## config.mk

```make
export PLATFORM = sky130hd
export DESIGN_NAME = player_laser
export DESIGN_NICKNAME = d
export VERILOG_FILES = /design/src/rtl/space_pkg.sv /design/src/rtl/counter.sv /design/src/rtl/rising_edge_detect.sv /design/src/rtl/player_laser.sv
export SDC_FILE = /design/constraint.sdc
export NUM_CORES = 1
export LEC_CHECK = 0
export CAP_MARGIN = 20
export CORE_MARGIN = 8
export CORE_UTILIZATION = 44
export CTS_BUF_LIST = sky130_fd_sc_hd__clkbuf_2 sky130_fd_sc_hd__clkbuf_4 sky130_fd_sc_hd__clkbuf_8
export CTS_CLUSTER_SIZE = 28
export DETAILED_ROUTE_END_ITERATION = 7
export GPL_ROUTABILITY_DRIVEN = 0
export PLACE_DENSITY = 0.78
export SLEW_MARGIN = 20
export SYNTH_ARGS = -nofsm -noshare
export SYNTH_HDL_FRONTEND = slang
export SYNTH_HIERARCHICAL = 1
export SYNTH_SLANG_ARGS = --single-unit
```

## constraint.sdc

```tcl
create_clock -name clk_i -period 2.56 [get_ports clk_i]
set_input_delay 0.384 -clock clk_i [delete_from_list [all_inputs] [get_ports clk_i]]
set_output_delay 0.384 -clock clk_i [all_outputs]
set_load 0.005 [all_outputs]
```

## src/rtl/space_pkg.sv

```systemverilog
// Shared types and screen geometry for the space game datapath.
package space_pkg;

  typedef enum logic [2:0] {
    StIdle    = 3'b001,
    StFly     = 3'b010,
    StExplode = 3'b100
  } laser_state_e;

  localparam logic [9:0] ScreenLeft   = 10'd8;
  localparam logic [9:0] ScreenRight  = 10'd631;
  localparam logic [9:0] ScreenTop    = 10'd8;
  localparam logic [9:0] ScreenWidth  = 10'd640;
  localparam logic [9:0] ScreenHeight = 10'd480;

endpackage

```

## src/rtl/counter.sv

```systemverilog
// Wrapping event counter: counts enabled cycles 0..max_i, flags the enabled cycle at max_i.
module counter #(
  parameter int unsigned Width = 4
) (
  input  logic             clk_i,
  input  logic             reset_i,
  input  logic             clr_i,
  input  logic             en_i,
  input  logic [Width-1:0] max_i,
  output logic             wrap_o
);

  logic [Width-1:0] count_q;

  always_ff @(posedge clk_i or posedge reset_i) begin
    if (reset_i) begin
      count_q <= '0;
    end else if (clr_i) begin
      count_q <= '0;
    end else if (en_i) begin
      count_q <= (count_q == max_i) ? '0 : count_q + 1'b1;
    end
  end

  assign wrap_o = en_i && (count_q == max_i);

endmodule

```

## src/rtl/rising_edge_detect.sv

```systemverilog
// Rising-edge detector: one history flop, pulse while input is high and was low last cycle.
module rising_edge_detect (
  input  logic clk_i,
  input  logic reset_i,
  input  logic d_i,
  output logic edge_o
);

  logic d_q;

  always_ff @(posedge clk_i or posedge reset_i) begin
    if (reset_i) begin
      d_q <= 1'b0;
    end else begin
      d_q <= d_i;
    end
  end

  assign edge_o = d_i & ~d_q;

endmodule

```

## src/rtl/player_laser.sv

```systemverilog
// Player laser: spawns on a fire press, climbs one step per tick group, retires at the
// top border or explodes on an enemy hit.
module player_laser
  import space_pkg::*;
#(
  parameter logic [11:0] color_p      = 12'hFFF,
  parameter logic [9:0]  start_y_p    = 10'd440,
  parameter logic [9:0]  top_border_p = ScreenTop,
  parameter logic [9:0]  step_p       = 10'd4,
  parameter logic [3:0]  tick_div_p   = 4'd2,
  parameter logic [3:0]  explode_p    = 4'd8
) (
  input  logic       clk_i,
  input  logic       reset_i,
  input  logic       frame_tick_i,
  input  logic       fire_i,
  input  logic [9:0] gun_pos_i,
  input  logic       alive_i,
  input  logic       freeze_i,
  input  logic       hit_enemy_i,
  output logic [9:0] laser_x_o,
  output logic [9:0] laser_y_o,
  output logic       active_o,
  output logic       explode_o,
  output logic       shot_o,
  output logic       kill_o,
  output logic [3:0] laser_red_o,
  output logic [3:0] laser_green_o,
  output logic [3:0] laser_blue_o,
  output logic [2:0] state_o
);

  // Compare against border+step before subtracting so y can never wrap below zero.
  localparam logic [9:0] RetireBelow = top_border_p + step_p;

  laser_state_e state_q, state_d;
  logic [9:0]   x_q, x_d, y_q, y_d;
  logic         active_d, explode_d, shot_d, kill_d;
  logic         fire_edge, spawn, hit, advance, retire;
  logic         tick_en, expl_en, expl_wrap;

  rising_edge_detect u_fire_edge (
    .clk_i   (clk_i),
    .reset_i (reset_i),
    .d_i     (fire_i),
    .edge_o  (fire_edge)
  );

  assign tick_en = (state_q == StFly) && alive_i && !hit_enemy_i && !freeze_i && frame_tick_i;
  assign expl_en = (state_q == StExplode) && alive_i && !freeze_i && frame_tick_i;

  counter #(.Width(4)) u_tick_cnt (
    .clk_i   (clk_i),
    .reset_i (reset_i),
    .clr_i   (state_q != StFly),
    .en_i    (tick_en),
    .max_i   (tick_div_p - 4'd1),
    .wrap_o  (advance)
  );

  counter #(.Width(4)) u_expl_cnt (
    .clk_i   (clk_i),
    .reset_i (reset_i),
    .clr_i   (state_q != StExplode),
    .en_i    (expl_en),
    .max_i   (explode_p - 4'd1),
    .wrap_o  (expl_wrap)
  );

  assign spawn  = (state_q == StIdle) && fire_edge && alive_i && !freeze_i;
  assign hit    = (state_q == StFly) && alive_i && hit_enemy_i;
  assign retire = advance && (y_q < RetireBelow);

  always_ff @(posedge clk_i or posedge reset_i) begin
    if (reset_i) begin
      state_q <= StIdle;
    end else begin
      state_q <= state_d;
    end
  end

  always_comb begin
    state_d = state_q;
    unique case (state_q)
      StIdle:    if (spawn) state_d = StFly;
      StFly: begin
        if (!alive_i)    state_d = StIdle;
        else if (hit)    state_d = StExplode;
        else if (retire) state_d = StIdle;
      end
      StExplode: if (!alive_i || expl_wrap) state_d = StIdle;
      default:   state_d = StIdle;
    endcase
  end

  always_comb begin
    x_d = x_q;
    y_d = y_q;
    if (spawn) begin
      x_d = gun_pos_i;
      y_d = start_y_p;
    end else if (advance && !retire) begin
      y_d = y_q - step_p;
    end
  end

  always_comb begin
    shot_d    = spawn;
    kill_d    = hit;
    active_d  = (state_d == StFly);
    explode_d = (state_d == StExplode);
  end

  always_ff @(posedge clk_i or posedge reset_i) begin
    if (reset_i) begin
      x_q       <= '0;
      y_q       <= start_y_p;
      active_o  <= 1'b0;
      explode_o <= 1'b0;
      shot_o    <= 1'b0;
      kill_o    <= 1'b0;
    end else begin
      x_q       <= x_d;
      y_q       <= y_d;
      active_o  <= active_d;
      explode_o <= explode_d;
      shot_o    <= shot_d;
      kill_o    <= kill_d;
    end
  end

  assign laser_x_o     = x_q;
  assign laser_y_o     = y_q;
  assign state_o       = state_q;
  assign laser_red_o   = color_p[11:8];
  assign laser_green_o = color_p[7:4];
  assign laser_blue_o  = color_p[3:0];

endmodule
```

* Word-level counts from Yosys, hierarchy flattened *
Cells that the tools add are included.

cells by class
  add/sub/neg operators = 3
  magnitude comparators = 1
  equality and inequality tests = 9
  mux-type cells = 14
  bitwise operators = 2
  reduce and logical (&&, ||, !) cells = 23

operators with widths
  kind                     number
  $mux W4                  6
  $mux W10                 2
  $logic_and A1 B1 Y1      15
  $mux W3                  5
  $lt A10 B4 Y1 const B    1
  $sub A10 B3 Y10 const B  1
  $pmux W3 S3              1
  $add A4 B1 Y4 const B    2
  $eq A3 B2 Y1 const B     2
  $eq A3 B3 Y1 const B     2
  $reduce_bool A2 Y1       3
  $eq A4 B1 Y1 const B     1
  $eq A4 B3 Y1 const B     1
  $logic_not A1 Y1         4
  $eq A3 B1 Y1 const B     1
  $ne A3 B2 Y1 const B     1
  $ne A3 B3 Y1 const B     1
  $and A1 B1 Y1            1
  $logic_or A1 B1 Y1       1
  $not A1 Y1               1

storage, ports and cells
  flip-flop bits (word level) = 36
  input bits = 17
  output and inout port bits = 39
  word-level logic and storage cells = 62

* Logic depth before layout (Yosys ltp) *
  word-level depth = 12
  gate-level depth with buffers = 8
  gate-level depth less buffers = 7

* Modules after synthesis *
The synthesis kept the hierarchy.

modules (own cells, without submodules)
  module              instances  cells each  area an instance (um2)  sequential area each (um2)
  player_laser        1          116         1320.0                  633.1
  counter             2          28          286.5                   100.1
  rising_edge_detect  1          3           42.5                    25.0

* Least setup slack after synthesis *
Ideal clock, no wire load.

  path type = flip-flop to flip-flop
  start point = register state_q[2], in the netlist state_o[2]
  end point = register y_q[8], in the netlist laser_y_o[8]
  library setup time = 64 ps
  data arrival time = 2607 ps
  slack = -111 ps
  stages on the path, launching flop included = 9
  buffers on the path = 1
  period minus slack after synthesis = 2671 ps
  cell sequence = dfrtp_1 > nor3b_1 > nand2_1 > nor2_1 > clkbuf_1 > and2_1 > or4b_4 > or4_1 > nand3b_1

between the ends
  longest elaborated chain between the ends = 10
  elaborated cells on any way between the ends = 15
  those cells by class = 2 x eq/ne; 1 x mux; 12 x reduce/logical

RTL lines
  what                                     RTL line             text
  start: declaration                       player_laser.sv:36   laser_state_e state_q, state_d;
  start signal: assignment                 player_laser.sv:76   state_q <= StIdle;
  start signal: assignment                 player_laser.sv:78   state_q <= state_d;
  $eq A3 B2 Y1 (*)                         player_laser.sv:49   assign tick_en = (state_q == StFly) && alive_i && !hit_enemy_i && !freeze_i && frame_tick_i;
  $logic_and A1 B1 Y1 (*) (4 in series)    player_laser.sv:49
  net tick_en                              player_laser.sv:40   logic tick_en, expl_en, expl_wrap;
  $logic_and A1 B1 Y1 (*)                  counter.sv:25        assign wrap_o = en_i && (count_q == max_i);
  net advance                              player_laser.sv:39   logic fire_edge, spawn, hit, advance, retire;
  $logic_and A1 B1 Y1                      player_laser.sv:72   assign retire = advance && (y_q < RetireBelow);
  $logic_not A1 Y1                         player_laser.sv:102  end else if (advance && !retire) begin
  $logic_and A1 B1 Y1 (*)                  player_laser.sv:102
  $reduce_bool A2 Y1 (no source line) (*)  -
  end signal: assignment                   player_laser.sv:117  y_q <= start_y_p;
  end signal: assignment                   player_laser.sv:124  y_q <= y_d;
  end: declaration                         player_laser.sv:37   logic [9:0] x_q, x_d, y_q, y_d;

Mark *: on every way through the listed nets, which the timed path passes. The rest lies on a longest branch.
A chain may end at the register's enable or synchronous reset.

* Worst setup path in the final report *
  start point = input port alive_i
  end point = register y_q[7], in the netlist laser_y_o[7]

between the ends
  longest elaborated chain between the ends = 9
  elaborated cells on any way between the ends = 12
  those cells by class = 1 x mux; 11 x reduce/logical

RTL lines
  what                                     RTL line             text
  start: declaration                       player_laser.sv:18   input logic alive_i,
  $logic_and A1 B1 Y1 (*) (4 in series)    player_laser.sv:49
  net tick_en                              player_laser.sv:40
  $logic_and A1 B1 Y1 (*)                  counter.sv:25
  net advance                              player_laser.sv:39
  $logic_and A1 B1 Y1                      player_laser.sv:72
  $logic_not A1 Y1                         player_laser.sv:102
  $logic_and A1 B1 Y1 (*)                  player_laser.sv:102
  $reduce_bool A2 Y1 (no source line) (*)  -

Marks and branches as above.

==> flow_summary_export.csv <==
group,metric,value,unit
outcome,status,"finished clean",
synthesis,synth_edf_count,0,
synthesis,synth.distinct_cells,43,
grt,grt_usage,0.128,
synthesis,syn_inst,175,
placed_design,post-place-ws,-68.1,ps
worst_setup_path,path_max_fanout,6,
cts,htree_levels,2,
synthesis,synth_area,1940,um^2
layout,utilization,0.595,
grt,grt_pass1_vias,1405,
cts,cts_tree,"yes",
layout,fin_nets,257,
synthesis,synth.area.mux_share,0.0847,
synthesis,synth-xor-area-share,0.0362,
die,core,4290,um^2
power,vdd_drop_max,0.487,mV
detailed_routing,ant_nets,0,
layout,drive_gt1_frac,0.211,
grt,antenna_found_initial,0,
sta,rsz0062_at_grt,"false",
synthesis,yosys.area_share.adder,0.0259,
run,drv_cap,0,
layout,seq_area,858,um^2
sta,worst_pin_slew,538,ps
layout,layout_common_cells,"clkdlybuf4s50_1, dfrtp_1, conb_1, mux2_2, inv_1",
worst_setup_path,arrival,2590,ps
worst_setup_path,r2r_cells,6,
sta,period_share,0.920,
placed_design,hpwl,3100,um
cts,numCtsBuffers,5,
sta,setup-violations-final,0,
synthesis,synth_top_family_by_area,"simple AND/OR/NAND/NOR gates",
die,fp.dieW,82.3,um
power,power_leakage,1.11,nW
detailed_routing,finalWirelength,4100,um
synthesis,async_flop_share,1.00,
synthesis,syn_area_per_cell,11.1,um^2
sta,fin_crit,2350,ps
cts,cts.hold.buffers_added,0,
sta,skew,5.48,ps
placed_design,portBuffers,41,
cts,cts.clk_slew.worst_paths,70,ps
placed_design,dp.cells,281,
power,pwr_density_cell,528,nW/um^2
synthesis,ys_seq_area_frac,0.443,
worst_setup_path,cp-start-kind,"primary input",
detailed_routing,drt-initial-drc-count,92,
die,rows,24,
synthesis,yosys_register_bits,34,
layout,final_common_cell,"clkdlybuf4s50_1",
detailed_routing,drc,0,
sta,hold_violations,0,
cts,cts-root-buf,"clkbuf_8",
detailed_routing,wl_per_cell,14.2,um
synthesis,synth_compound_area_frac,0.122,
layout,n_antenna_cell,0,
layout,area_delta_synth_final,31.9,%
die,die_area,6780,um^2
grt,grt_start_max_net_pins,26,
worst_setup_path,criticalPathCategory,"in2reg",
sta,max_freq,0.425,GHz
cts,cts_sinks,34,
synthesis,ys.flop_type,"dfrtp_1",
sta,slew_headroom,0.632,
detailed_routing,vias,1448,
sta,maxSlewViolCount,0,
layout,nFillCells,372,
worst_setup_path,end_kind,"register",
layout,multiInputGateArea,990,um^2
layout,final_cells,289,
layout,postLayoutCellArea,2550,um^2
synthesis,synthSimpleGateAreaFrac,0.198,
worst_setup_path,r2r_setup_slack,250,ps
cts,insertion_delay,300,ps
grt,grt_pass1_wl,6620,um
grt,overflow,0,
worst_setup_path,r2r_start,"u_tick_cnt/count_q[1]",
die,die_h,82.3,um
sta,setup_tns,0,ps
cts,clock_path_buffers,2,
sta,postLayoutSetupSlackWorst,206,ps
detailed_routing,via_per_inst,5.01,
synthesis,ys.warnings.count,6,
die,initial_utilization,0.451,
worst_setup_path,cp.required,2800,ps
die,top_level_ports,56,
placed_design,placed_area,2440,um^2
cts,cts_resized,0,
cts,post_cts_buffers,0,
detailed_routing,first_pass_iters,4,
worst_setup_path,worst_r2r_endpoint,"laser_y_o[7]",
worst_hold_path,hold_class,"in2async",
cell usage after synthesis (2+ instances only):
cell	count	area share
a2111oi_2	4	0.031
a21oi_1	7	0.018
a41o_1	2	0.010
and2_1	4	0.013
and3_1	3	0.0097
buf_4	14	0.054
clkbuf_1	2	0.0039
conb_1	2	0.0039
dfrtp_1	28	0.36
dfstp_2	6	0.081
ha_1	4	0.026
inv_1	11	0.021
mux2_2	11	0.064
mux2i_1	4	0.021
nand2_1	7	0.014
nand2b_1	5	0.016
nand3_1	3	0.0078
nand3b_1	4	0.016
nand4bb_1	2	0.012
nor2_1	6	0.012
nor4_1	2	0.0065
nor4_4	2	0.022
o21ai_0	7	0.018
o22ai_1	4	0.013
o32ai_1	2	0.0091
or2_2	2	0.0065
or3b_2	2	0.0091
or4_1	3	0.012
xor2_1	8	0.036
layer usage:
| metal | wire length, um | vias up | global-route usage | share of wire |
|---|---|---|---|---|
| li1 | - | 715 | - | - |
| met1 | 1820 | 690 | 0.164 | 0.44 |
| met4 | 80 | 0 | 0.0737 | 0.020 |
| met3 | 312 | 7 | 0.0433 | 0.076 |
| met5 | 0 | - | 0 | 0 |
| met2 | 1890 | 36 | 0.186 | 0.46 |
flip-flops by register name, summed over array words and instances (netlist names):
| signal | cells |
|---|---|
| u_expl_cnt/count_q | 4 |
| laser_y_o | 8 |
| shot_o | 1 |
| laser_x_o | 10 |
| kill_o | 1 |
| active_o | 1 |
| state_o | 3 |
| explode_o | 1 |
| u_fire_edge/d_q | 1 |
| u_tick_cnt/count_q | 4 |
layout make-up:
class | count | share of cell area
timing repair buffer | 51 | 0.190
clock buffer | 5 | 0.0269
tap | 52 | 0.0255
multi-input combinational | 133 | 0.388
inverter | 11 | 0.0162
clock inverter | 3 | 0.0176
sequential | 34 | 0.336
cells by family (layout without fill, tap and decap cells):
family / after synthesis / after routing
multiplexers: 15 / 15
AND/OR/NAND/NOR: 53 / 53
adder cells (fa/ha/maj): 4 / 4
buffers and inverters: 28 / 70
XOR/XNOR: 8 / 8
AO/OA/AOI/OAI: 31 / 31
flip-flops: 34 / 34
other: 2 / 22
per-stage QoR:
stage | total power [W] | hold slack (ps)
3_5_place_dp | 0.000854 | 496
6_report | 0.00135 | 311
2_1_floorplan | 0.000725 | 113
5_1_grt | 0.00141 | 341
3_3_place_gp | 0.000848 | 490
4_1_cts | 0.00136 | 314
worst max-delay path, cell delays in order:
cell and delay [ps]:
clkdlybuf4s50_1 500, nor2b_1 200, nand2_1 90, nor2_1 120, and2_1 190, or4b_4 500
or4_1 510, nand3b_1 90
where the power goes:
part / internal [W] / switching (W) / total, W
registers: 0.000588 / 0.0000296 / 0.000617
logic: 0.000144 / 0.0000794 / 0.000224
clock network: 0.000290 / 0.000219 / 0.000508
total: 0.00102 / 0.000328 / 0.00135
worst max-delay path by stage:
stage,from,end,slack (ps),cells past startpoint
after floorplan,state_o[2],laser_y_o[8],20,8
after global placement,alive_i,laser_y_o[8],-20,8
after detailed placement,alive_i,laser_y_o[8],-70,8
after CTS,alive_i,laser_y_o[8],200,8
after global routing,alive_i,laser_y_o[8],40,8
final,alive_i,laser_y_o[7],210,8
Note: power is estimated with default switching activity, not from simulation.
